[src/rtl/l1_cache_dm_if.sv]
// ============================================================================
// Module   : l1_cache_dm_if
// Brief    : Processor-port and block-memory-port bundle for l1_cache_dm.
// Revision : 1.0 - initial release
// ============================================================================
`default_nettype none

interface l1_cache_dm_if;
  logic         proc_read;
  logic         proc_write;
  logic [29:0]  proc_addr;
  logic [31:0]  proc_wdata;
  logic [31:0]  proc_rdata;
  logic         proc_stall;
  logic         mem_read;
  logic         mem_write;
  logic [27:0]  mem_addr;
  logic [127:0] mem_wdata;
  logic [127:0] mem_rdata;
  logic         mem_ready;

  // Cache side: serves the processor, masters the block memory.
  modport slave (
    input  proc_read, proc_write, proc_addr, proc_wdata, mem_rdata, mem_ready,
    output proc_rdata, proc_stall, mem_read, mem_write, mem_addr, mem_wdata
  );

  // Environment side: processor requester plus block memory.
  modport master (
    output proc_read, proc_write, proc_addr, proc_wdata, mem_rdata, mem_ready,
    input  proc_rdata, proc_stall, mem_read, mem_write, mem_addr, mem_wdata
  );
endinterface

`default_nettype wire

[src/rtl/l1_cache_dm.sv]
// ============================================================================
// Module   : l1_cache_dm
// Brief    : Direct-mapped write-back/write-allocate L1 cache, 4-word lines.
//            Optional hit/miss counters enabled by macro L1_CACHE_PERF_EN.
// Revision : 1.0 - initial release
// ============================================================================
`default_nettype none

module l1_cache_dm #(
  parameter int NUM_BLOCKS = 8,
  parameter int IDX_W      = 3
) (
  input  logic        clk,
  input  logic        rst_n,
`ifdef L1_CACHE_PERF_EN
  output logic [31:0] hit_cnt,
  output logic [31:0] miss_cnt,
`endif
  l1_cache_dm_if.slave bus
);

  localparam int TAG_W = 28 - IDX_W;

  typedef enum logic [1:0] {
    IDLE      = 2'd0,
    WRITEBACK = 2'd1,
    ALLOCATE  = 2'd2
  } state_t;

  state_t            state, state_nxt;
  logic [NUM_BLOCKS-1:0] valid, dirty;
  logic [TAG_W-1:0]  line_tag  [NUM_BLOCKS];
  logic [127:0]      line_data [NUM_BLOCKS];

  logic [IDX_W-1:0]  idx;
  logic [TAG_W-1:0]  tag;
  logic [6:0]        word_lsb;
  logic              request, hit, stall;
  logic [31:0]       rdata;

  assign idx      = bus.proc_addr[IDX_W+1:2];
  assign tag      = bus.proc_addr[29:IDX_W+2];
  assign word_lsb = {bus.proc_addr[1:0], 5'd0};
  assign request  = bus.proc_read | bus.proc_write;
  assign hit      = valid[idx] && (line_tag[idx] == tag);

  always_comb begin
    state_nxt = state;
    stall     = 1'b0;
    rdata     = 32'd0;
    case (state)
      IDLE: begin
        if (request && !hit) begin
          stall     = 1'b1;
          state_nxt = dirty[idx] ? WRITEBACK : ALLOCATE;
        end else if (bus.proc_read && hit) begin
          rdata = line_data[idx][word_lsb +: 32];
        end
      end
      WRITEBACK: begin
        stall = 1'b1;
        if (bus.mem_ready) state_nxt = ALLOCATE;
      end
      ALLOCATE: begin
        stall = 1'b1;
        if (bus.mem_ready) state_nxt = IDLE;
      end
      default: state_nxt = IDLE;
    endcase
  end

  // Gating with rst_n makes an asserted reset release the processor at once.
  assign bus.proc_stall = stall & rst_n;
  assign bus.proc_rdata = rdata;

  always_ff @(posedge clk or negedge rst_n) begin
    if (!rst_n) state <= IDLE;
    else        state <= state_nxt;
  end

  always_ff @(posedge clk or negedge rst_n) begin
    if (!rst_n) begin
      valid         <= '0;
      dirty         <= '0;
      bus.mem_read  <= 1'b0;
      bus.mem_write <= 1'b0;
      bus.mem_addr  <= 28'd0;
      bus.mem_wdata <= 128'd0;
    end else begin
      case (state)
        IDLE: begin
          if (bus.proc_write && hit) begin
            dirty[idx] <= 1'b1;
          end else if (request && !hit) begin
            if (dirty[idx]) begin
              bus.mem_write <= 1'b1;
              bus.mem_addr  <= {line_tag[idx], idx};
              bus.mem_wdata <= line_data[idx];
            end else begin
              bus.mem_read  <= 1'b1;
              bus.mem_addr  <= bus.proc_addr[29:2];
            end
          end
        end
        WRITEBACK: begin
          if (bus.mem_ready) begin
            bus.mem_write <= 1'b0;
            bus.mem_read  <= 1'b1;
            bus.mem_addr  <= bus.proc_addr[29:2];
          end
        end
        ALLOCATE: begin
          if (bus.mem_ready) begin
            bus.mem_read <= 1'b0;
            valid[idx]   <= 1'b1;
            dirty[idx]   <= 1'b0;
          end
        end
        default: ;
      endcase
    end
  end

  // Tag/data arrays need no reset: valid bits qualify every use.
  always_ff @(posedge clk) begin
    if (state == IDLE && bus.proc_write && hit) begin
      line_data[idx][word_lsb +: 32] <= bus.proc_wdata;
    end else if (state == ALLOCATE && bus.mem_ready) begin
      line_data[idx] <= bus.mem_rdata;
      line_tag[idx]  <= tag;
    end
  end

`ifdef L1_CACHE_PERF_EN
  logic after_miss;

  // after_miss suppresses counting the re-evaluated hit that ends a fill.
  always_ff @(posedge clk or negedge rst_n) begin
    if (!rst_n) begin
      hit_cnt    <= 32'd0;
      miss_cnt   <= 32'd0;
      after_miss <= 1'b0;
    end else if (state == IDLE && request) begin
      if (hit) begin
        if (after_miss)               after_miss <= 1'b0;
        else if (hit_cnt != '1)       hit_cnt    <= hit_cnt + 32'd1;
      end else begin
        after_miss <= 1'b1;
        if (miss_cnt != '1) miss_cnt <= miss_cnt + 32'd1;
      end
    end
  end
`endif

endmodule

`default_nettype wire

[src/flat_wrapper.sv]
// flat-port wrapper written by rule: the top's interface ports become plain ports
module l1_cache_dm_flat 
#(
  parameter int NUM_BLOCKS = 8,
  parameter int IDX_W      = 3
)
  (clk, rst_n, bus_proc_read, bus_proc_write, bus_proc_addr, bus_proc_wdata, bus_mem_rdata, bus_mem_ready, bus_proc_rdata, bus_proc_stall, bus_mem_read, bus_mem_write, bus_mem_addr, bus_mem_wdata);
  l1_cache_dm_if bus_i ();
  input  logic clk;
  input  logic rst_n;
  input wire logic [$bits(bus_i.proc_read)-1:0] bus_proc_read;
  input wire logic [$bits(bus_i.proc_write)-1:0] bus_proc_write;
  input wire logic [$bits(bus_i.proc_addr)-1:0] bus_proc_addr;
  input wire logic [$bits(bus_i.proc_wdata)-1:0] bus_proc_wdata;
  input wire logic [$bits(bus_i.mem_rdata)-1:0] bus_mem_rdata;
  input wire logic [$bits(bus_i.mem_ready)-1:0] bus_mem_ready;
  output wire logic [$bits(bus_i.proc_rdata)-1:0] bus_proc_rdata;
  output wire logic [$bits(bus_i.proc_stall)-1:0] bus_proc_stall;
  output wire logic [$bits(bus_i.mem_read)-1:0] bus_mem_read;
  output wire logic [$bits(bus_i.mem_write)-1:0] bus_mem_write;
  output wire logic [$bits(bus_i.mem_addr)-1:0] bus_mem_addr;
  output wire logic [$bits(bus_i.mem_wdata)-1:0] bus_mem_wdata;
  assign bus_i.proc_read = bus_proc_read;
  assign bus_i.proc_write = bus_proc_write;
  assign bus_i.proc_addr = bus_proc_addr;
  assign bus_i.proc_wdata = bus_proc_wdata;
  assign bus_i.mem_rdata = bus_mem_rdata;
  assign bus_i.mem_ready = bus_mem_ready;
  assign bus_proc_rdata = bus_i.proc_rdata;
  assign bus_proc_stall = bus_i.proc_stall;
  assign bus_mem_read = bus_i.mem_read;
  assign bus_mem_write = bus_i.mem_write;
  assign bus_mem_addr = bus_i.mem_addr;
  assign bus_mem_wdata = bus_i.mem_wdata;
  l1_cache_dm #(.NUM_BLOCKS(NUM_BLOCKS), .IDX_W(IDX_W)) u_core (.clk(clk), .rst_n(rst_n), .bus(bus_i));
endmodule
[config.mk]
export PLATFORM = sky130hd
export DESIGN_NAME = l1_cache_dm_flat
export DESIGN_NICKNAME = d
export VERILOG_FILES = /design/src/rtl/l1_cache_dm_if.sv /design/src/rtl/l1_cache_dm.sv /design/src/flat_wrapper.sv
export SDC_FILE = /design/constraint.sdc
export NUM_CORES = 1
export LEC_CHECK = 0
export ABC_CLOCK_PERIOD_IN_PS = 5200
export CAP_MARGIN = 10
export CORE_ASPECT_RATIO = 0.5
export CORE_MARGIN = 2
export CORE_UTILIZATION = 40
export DETAILED_ROUTE_END_ITERATION = 8
export SLEW_MARGIN = 20
export SYNTH_ARGS = -nofsm -noshare
export SYNTH_HDL_FRONTEND = slang
export SYNTH_SLANG_ARGS = --single-unit
[constraint.sdc]
create_clock -name clk -period 5.2 [get_ports clk]
set_input_delay 1.04 -clock clk [delete_from_list [all_inputs] [get_ports clk]]
set_output_delay 1.04 -clock clk [all_outputs]
set_load 0.005 [all_outputs]
==> results of run 1 <==
## Yosys cell counts, types with 15 or more instances
library cell	instances	area, sq um
a211oi_1	15	113
and4_1	16	140
o21ai_0	135	676
buf_2	63	315
clkbuf_1	114	428
dfrtp_1	176	4400
a22oi_1	308	2310
buf_1	37	139
nor2_1	217	815
nand4_1	34	213
nand3_1	142	711
mux2_2	68	766
a222oi_1	37	370
edfxtp_1	1224	36800
a22o_1	63	552
nand2_1	55	206
a221oi_1	54	473
o21ai_1	26	130
a21oi_1	137	686
and3_1	67	419
mux2_4	20	300
mux2i_1	119	1190
mux4_2	33	743
inv_1	141	529
a31oi_1	19	119
## layer usage
layer | up-vias | global-route usage (%)
met4 | 4 | 6.19
met3 | 229 | 4.25
li1 | 15619 | -
met2 | 2019 | 40.7
met5 | - | 0
met1 | 19120 | 36.7
## worst max-delay path by stage
stage / from / endpoint / slack, ns / cells after the start
finish: bus_proc_addr[3] / bus_proc_rdata[4] / 0.05 / 17
global route: bus_proc_addr[3] / bus_proc_rdata[4] / -0.02 / 17
CTS: bus_proc_addr[3] / bus_proc_rdata[7] / -0.14 / 15
detailed placement: bus_proc_addr[2] / bus_proc_rdata[23] / -0.44 / 17
global placement: bus_proc_addr[2] / bus_proc_rdata[8] / -0.45 / 17
floorplan: bus_proc_addr[2] / u_core.line_data[2][32] / -0.04 / 13
## power by group through the flow
stage	Sequential, W	Clock, W	Combinational (W)
after global routing	0.0133	0.00986	0.00419
after detailed placement	0.0135	0	0.00389
final	0.0133	0.00932	0.00398
after CTS	0.0133	0.00941	0.00392
after floorplan	0.0135	0	0.00157
after global placement	0.0135	0	0.00382
## through the flow
stage | TNS [ns] | hold slack, ns | utilization [%] | std cells
6_report | 0 | 0.140 | 52.2 | 6344
5_1_grt | -0.0332 | 0.138 | 52.2 | 6343
4_1_cts | -1.97 | 0.122 | 52.0 | 6334
3_5_place_dp | -11.74 | 0.446 | 48.9 | 6093
3_3_place_gp | -12.42 | 0.440 | 48.9 | 6093
2_1_floorplan | -14.58 | 0.427 | - | 3493
## placed cells by master (no fill, tap or decap), types with 10 or more instances in the layout
cell	instances
o21a_1	10
clkbuf_2	13
o31ai_1	13
clkbuf_1	31
clkinv_2	28
a211oi_1	15
and4_1	16
nor2_4	37
clkinv_1	14
clkdlybuf4s50_1	346
buf_4	504
dfrtp_1	176
o21ai_1	30
o21ai_0	131
clkbuf_16	127
mux2_2	67
mux4_2	33
nor2_2	12
bufinv_16	12
nor3_1	11
a21oi_1	137
edfxtp_1	1224
nor2_1	168
a221oi_1	54
nand4_1	34
buf_12	142
dlymetal6s2s_1	14
nand2_1	55
inv_1	141
and3_1	66
mux2_4	21
nand3_1	141
a222oi_1	37
mux2i_1	107
a31oi_1	19
a22o_1	63
a22oi_1	304
## cell families (layout without fill, tap and decap cells)
logic type      count (synthesis)  in the layout  share of synthesized area (%)
flops                        1400           1400                           75.0
compound gates                856            856                           10.8
simple gates                  601            601                           5.43
buf+inv                       375           1411                           2.89
mux                           241            241                           5.51
xor+xnor                       11             11                          0.175
fa+ha+maj                       9              9                          0.205
other cells                     0              2                              0
## what timing repair did
action / CTS / global route
endpoints found under the hold margin: 0 / 0
cloned: 2 / 3
pin swaps: 9 / 8
setup buffers: 8 / 5
gates resized for setup: 48 / 86
setup endpoints to repair: 33 / 33
## registers in the layout, indices dropped and copies added, names as in the netlist, named ones only
register	flops
u_core.bus.mem_addr	28
u_core.bus.mem_read	1
u_core.bus.mem_wdata	128
u_core.bus.mem_write	1
u_core.line_data	1024
u_core.line_tag	200
u_core.state	2
u_core.valid	8
## final cells by class
class | instances | area share, %
clock inverter | 69 | 1.07
clock buffer | 162 | 4.64
multi-input combinational | 1718 | 17.9
sequential | 1400 | 57.6
inverter | 143 | 0.752
tap | 1813 | 3.18
antenna | 2 | 0.00701
timing repair buffer | 1037 | 14.8
## worst max-delay path, cell delays in order
cell and delay [ns]:
buf_6 0.11, buf_12 0.13, buf_4 0.12, mux4_2 0.50, mux2i_2 0.22, xor2_1 0.17
buf_4 0.15, and3_1 0.16, nand4_1 0.21, nor4_4 0.22, buf_4 0.18, nand3_4 0.10
buf_12 0.19, buf_6 0.14, buf_4 0.15, nor2_1 0.10, clkdlybuf4s15_1 0.21
==> impl_metrics.env, run 1 <==
export IMPL_finalClockSkew_ns=0.0556
export IMPL_synthCells=3493
export IMPL_yosysWarnings=0
export IMPL_start_kind="input port"
export IMPL_grt_start_max_net_pins=57
export IMPL_timing_final_crit_share_pct=99.1
export IMPL_vias_per_cell=5.83
export IMPL_wl_met2_um=85800
export IMPL_hold_violations=0
export IMPL_routed_top_layer="met5"
export IMPL_outcome="complete, no violations"
export IMPL_wl_met3_um=16700
export IMPL_dr_pass1_iters=8
export IMPL_reg2reg_slack_ns=1.08
export IMPL_internal_power_w=0.0199
export IMPL_r2r_cells=15
export IMPL_drtIter0Drc=4869
export IMPL_setup_violations_final=0
export IMPL_postLayoutCellArea_sq_um=71400
export IMPL_power_switching_w=0.00668
export IMPL_async_flop_share_pct=12.6
export IMPL_rows=96
export IMPL_clock_sinks=1400
export IMPL_clock_latency_ns=0.77
export IMPL_pre_cts_ws_ns=-0.435
export IMPL_clkPwrFrac_pct=35.0
export IMPL_setup_ws_ns=0.0491
export IMPL_antenna_found_initial=6
export IMPL_grt_pass1_vias=35633
export IMPL_endpoint_kind="primary output"
export IMPL_combinationalPowerShare_pct=15.0
export IMPL_coreArea_sq_um=137000
export IMPL_nNetsFinal=4625
export IMPL_routabilityCongestion=0.878
export IMPL_seq_area_frac_synth_pct=75.0
export IMPL_syn2layout_area_growth_pct=30.1
export IMPL_p_leak_nw=26.0
export IMPL_grt_pass1_wl_um=258000
export IMPL_slew_viol_final=0
export IMPL_slew_headroom_pct=30.6
export IMPL_dieWidth_um=528
export IMPL_r2r_start="u_core.line_tag[6][16]"
export IMPL_p_per_area_nw_per_um2=372
export IMPL_ant_nets=0
export IMPL_clockRootBuffer="clkbuf_16"
export IMPL_min_path_type="input port to async pin"
export IMPL_clockBufferDepth=3
export IMPL_wl_per_cell_um=28.9
export IMPL_max_freq_ghz=0.194
export IMPL_p_total_w=0.0266
export IMPL_crit_fanout=7
export IMPL_cts_htree_levels=3
export IMPL_clkSlewWorstSetupHoldPaths_ns=0.07
export IMPL_synth_nets=3697
export IMPL_routed_wirelength_um=183000
export IMPL_crit_type="input port to primary output"
export IMPL_multiInputGateArea_sq_um=12800
export IMPL_ys_types=73
export IMPL_drc=0
export IMPL_ir_worst_vdd_mv=0.301
export IMPL_vias=36991
export IMPL_r2r_end="u_core.line_data[1][57]"
export IMPL_wl_met1_um=76700
export IMPL_min_period_ns=5.15
export IMPL_numCtsBuffers=121
export IMPL_top_level_ports=386
export IMPL_overflow=0
export IMPL_pwr_share_seq_pct=50.0
export IMPL_switching_share_pct=25.1
export IMPL_synth_ff_type="edfxtp_1"
export IMPL_die_area_sq_um=140000
export IMPL_cts_tree="yes"
export IMPL_syn_area_sq_um=54900
export IMPL_grt_usage_pct=25.6
export IMPL_worst_slew_pin_slew_ns=1.04
export IMPL_required_ns=4.16
export IMPL_die_h_um=266
export IMPL_place_area_sq_um=66800
export IMPL_hpwl_um=124000
export IMPL_cts_hold_buf=0
export IMPL_worstPathArrival_ns=4.11
export IMPL_ys_ff_latch=1400
export IMPL_nFillCells=11144
export IMPL_synth_area_per_cell_sq_um=15.7
export IMPL_final_seq_area_sq_um=41200
export IMPL_io_buffers=385
export IMPL_maxCapViolCount=0
export IMPL_drive_above_1_share_pct=23.9
export IMPL_synth_edff_count=1224
export IMPL_start_util_pct=40.2
Note: power is estimated with default switching activity, not from simulation.
==> inputs of run 2 (changes only) <==
- ABC_CLOCK_PERIOD_IN_PS: 5200 -> 6600
- CORE_ASPECT_RATIO: 0.5 -> not set
- CORE_MARGIN: 2 -> not set
- clock period: 5.2 -> 6.6 ns (I/O delays scaled with it)
==> run 2 against run 1 <==
  * Wire length is 2.2% lower
  * Worst setup slack gained 0.029 ns
  * Clock-buffer cell count grew 34
  * Sequential power fell by 21%
  * Critical endpoint is now bus_proc_rdata[5]
  * Largest cell class unchanged
  * Highest routed layer unchanged
==> impl_metrics.env, run 2 (synthesis results as in run 1) <==
export IMPL_largest_register_ffs=1024
export IMPL_crit_type="input port to primary output"
export IMPL_max_freq_ghz=0.153
export IMPL_clockBufferDepth=3
export IMPL_wl_met1_um=74400
export IMPL_cpLargestDelayFamily="simple AND/OR/NAND/NOR gates"
export IMPL_slowest_delay_ns=0.52
export IMPL_slew_headroom_pct=22.5
export IMPL_clockRootBuffer="clkbuf_16"
export IMPL_wl_per_cell_um=30.5
export IMPL_syn2layout_area_growth_pct=21.9
export IMPL_fin_tns_setup_ns=0
export IMPL_clock_latency_ns=0.79
export IMPL_outcome="complete, no violations"
export IMPL_final_common_cell="edfxtp_1"
export IMPL_grt_start_max_net_pins=104
export IMPL_dieWidth_um=372
export IMPL_slew_viol_final=0
export IMPL_cts_resized_gates=0
export IMPL_p_per_area_nw_per_um2=319
export IMPL_drtIter0Drc=4918
export IMPL_start_kind="input port"
export IMPL_min_path_type="input port to async pin"
export IMPL_drc=0
export IMPL_rsz0062_at_grt="false"
export IMPL_overflow=0
export IMPL_crit_fanout=20
export IMPL_cts_htree_levels=4
export IMPL_crit_path_top_delay_cell="clkdlybuf4s50_1"
export IMPL_crit_buf_inv=4
export IMPL_clock_sinks=1400
export IMPL_reg_largest_list="u_core.line_data: 1024 flops, u_core.line_tag: 200 flops, u_core.bus.mem_wdata: 128 flops"
export IMPL_crit_chain="buf_4 > nor2b_2 > a22o_1 > o21ai_0 > a211o_1 > or4b_1 > nor4_2 > nand3_2 > buf_4 > buf_12 > nor2b_1 > clkdlybuf4s50_1"
export IMPL_coreArea_sq_um=136000
export IMPL_clkSlewWorstSetupHoldPaths_ns=0.06
export IMPL_vias_per_cell=5.95
export IMPL_p_leak_nw=23.2
export IMPL_wl_met2_um=80400
export IMPL_dr_pass1_iters=6
export IMPL_start_util_pct=40.4
export IMPL_worst_slew_pin_slew_ns=1.16
export IMPL_hold_violations=0
export IMPL_grt_pass1_vias=32876
export IMPL_endpoint_kind="primary output"
export IMPL_top_register="u_core.line_data"
export IMPL_grt_pass1_wl_um=249000
export IMPL_die_area_sq_um=139000
export IMPL_postCtsSetupBuffers=0
export IMPL_drive_above_1_share_pct=14.5
export IMPL_rows=135
export IMPL_grt_usage_pct=25.5
export IMPL_cts_tree="yes"
export IMPL_cp_depth=12
export IMPL_numCtsBuffers=145
export IMPL_timing_final_crit_share_pct=98.8
export IMPL_top_level_ports=386
export IMPL_ant_nets=0
export IMPL_cpMostUsedCell="buf_4"
export IMPL_cts_hold_buf=0
export IMPL_ir_worst_vdd_mv=0.259
export IMPL_r2r_cells=12
export IMPL_maxCapViolCount=0
export IMPL_routed_top_layer="met5"
export IMPL_routed_wirelength_um=179000
export IMPL_hpwl_um=114000
export IMPL_routabilityCongestion=0.873
export IMPL_antenna_found_initial=8
export IMPL_r2r_start="u_core.line_tag[7][16]"
export IMPL_nNetsFinal=4182
export IMPL_setup_violations_final=0
export IMPL_final_cell_mix="edfxtp_1 (1224), clkdlybuf4s50_1 (379), a22oi_1 (308), dfrtp_1 (176), nor2_1 (174)"
export IMPL_io_buffers=385
export IMPL_finalClockSkew_ns=0.0352
export IMPL_vias=34987
export IMPL_die_h_um=372
export IMPL_cp_startpoint="bus_proc_addr[3]"
export IMPL_min_period_ns=6.52
export IMPL_nFillCells=11448
export IMPL_wl_met3_um=19700
export IMPL_utilization_pct=49.3
export IMPL_worstPathArrival_ns=5.20
export IMPL_required_ns=5.28
-- run 2: changes by cell type in the layout (fill, tap and decap cells not counted), sizes merged --
cell / before / now
inv: 144 / 153
diode: 2 / 1
dlymetal6s2s: 14 / 0
clkinv: 49 / 41
bufinv: 12 / 13
buf: 657 / 190
clkdlybuf4s15: 3 / 0
clkdlybuf4s50: 346 / 379
dlygate4sd2: 1 / 0
clkinvlp: 7 / 3
clkbuf: 178 / 197
-- run 2: cell type report --
class                   count  area [sq um]  area share [%]
diodes                      1          2.50         0.00374
clock buffers             196          3930            5.87
clock inverters            67           846            1.26
inverters                 143           537           0.802
multi-input cells        1718         12500            18.7
flip-flops and latches   1400         41200            61.5
well taps                1781          2230            3.33
repair buffers            570          5720            8.55
-- run 2: stage by stage --
stage / area, sq um / std cells / hold WS, ns / setup WS, ns / power [W]
6_report: 67000 / 5876 / 0.399 / 0.0782 / 0.0214
5_1_grt: 66900 / 5875 / 0.387 / 0.0246 / 0.0219
4_1_cts: 66900 / 5875 / 0.375 / 0.0170 / 0.0214
3_5_place_dp: 62200 / 5612 / 0.446 / 0.0567 / 0.0133
3_3_place_gp: 62200 / 5612 / 0.437 / 0.0862 / 0.0132
2_1_floorplan: 54900 / 3493 / 0.427 / 1.08 / 0.0119
-- run 2: final timing paths --
path | endpoint | slack [ns]
max | bus_proc_rdata[5] | 0.08
min | u_core.bus.mem_addr[0] | 0.40
max reg2reg | u_core.line_data[5][126] | 1.91
min reg2reg | u_core.valid[5] | 0.46
max in group asynchronous | u_core.bus.mem_wdata[104] | 4.29
min in group clk | u_core.valid[5] | 0.46
-- run 2: power by group --
part           switching, W  internal [W]  leakage, nW
clock network       0.00350       0.00474         2.32
logic               0.00174      0.000890         7.35
registers          0.000131        0.0104         13.5
total               0.00537        0.0160         23.2
-- run 2: per-layer routing --
metal  track usage (%)  vias up
met4              7.24        4
li1                  -    14748
met3              5.82      262
met1              36.9    17872
met5             0.455        -
met2              38.2     2101
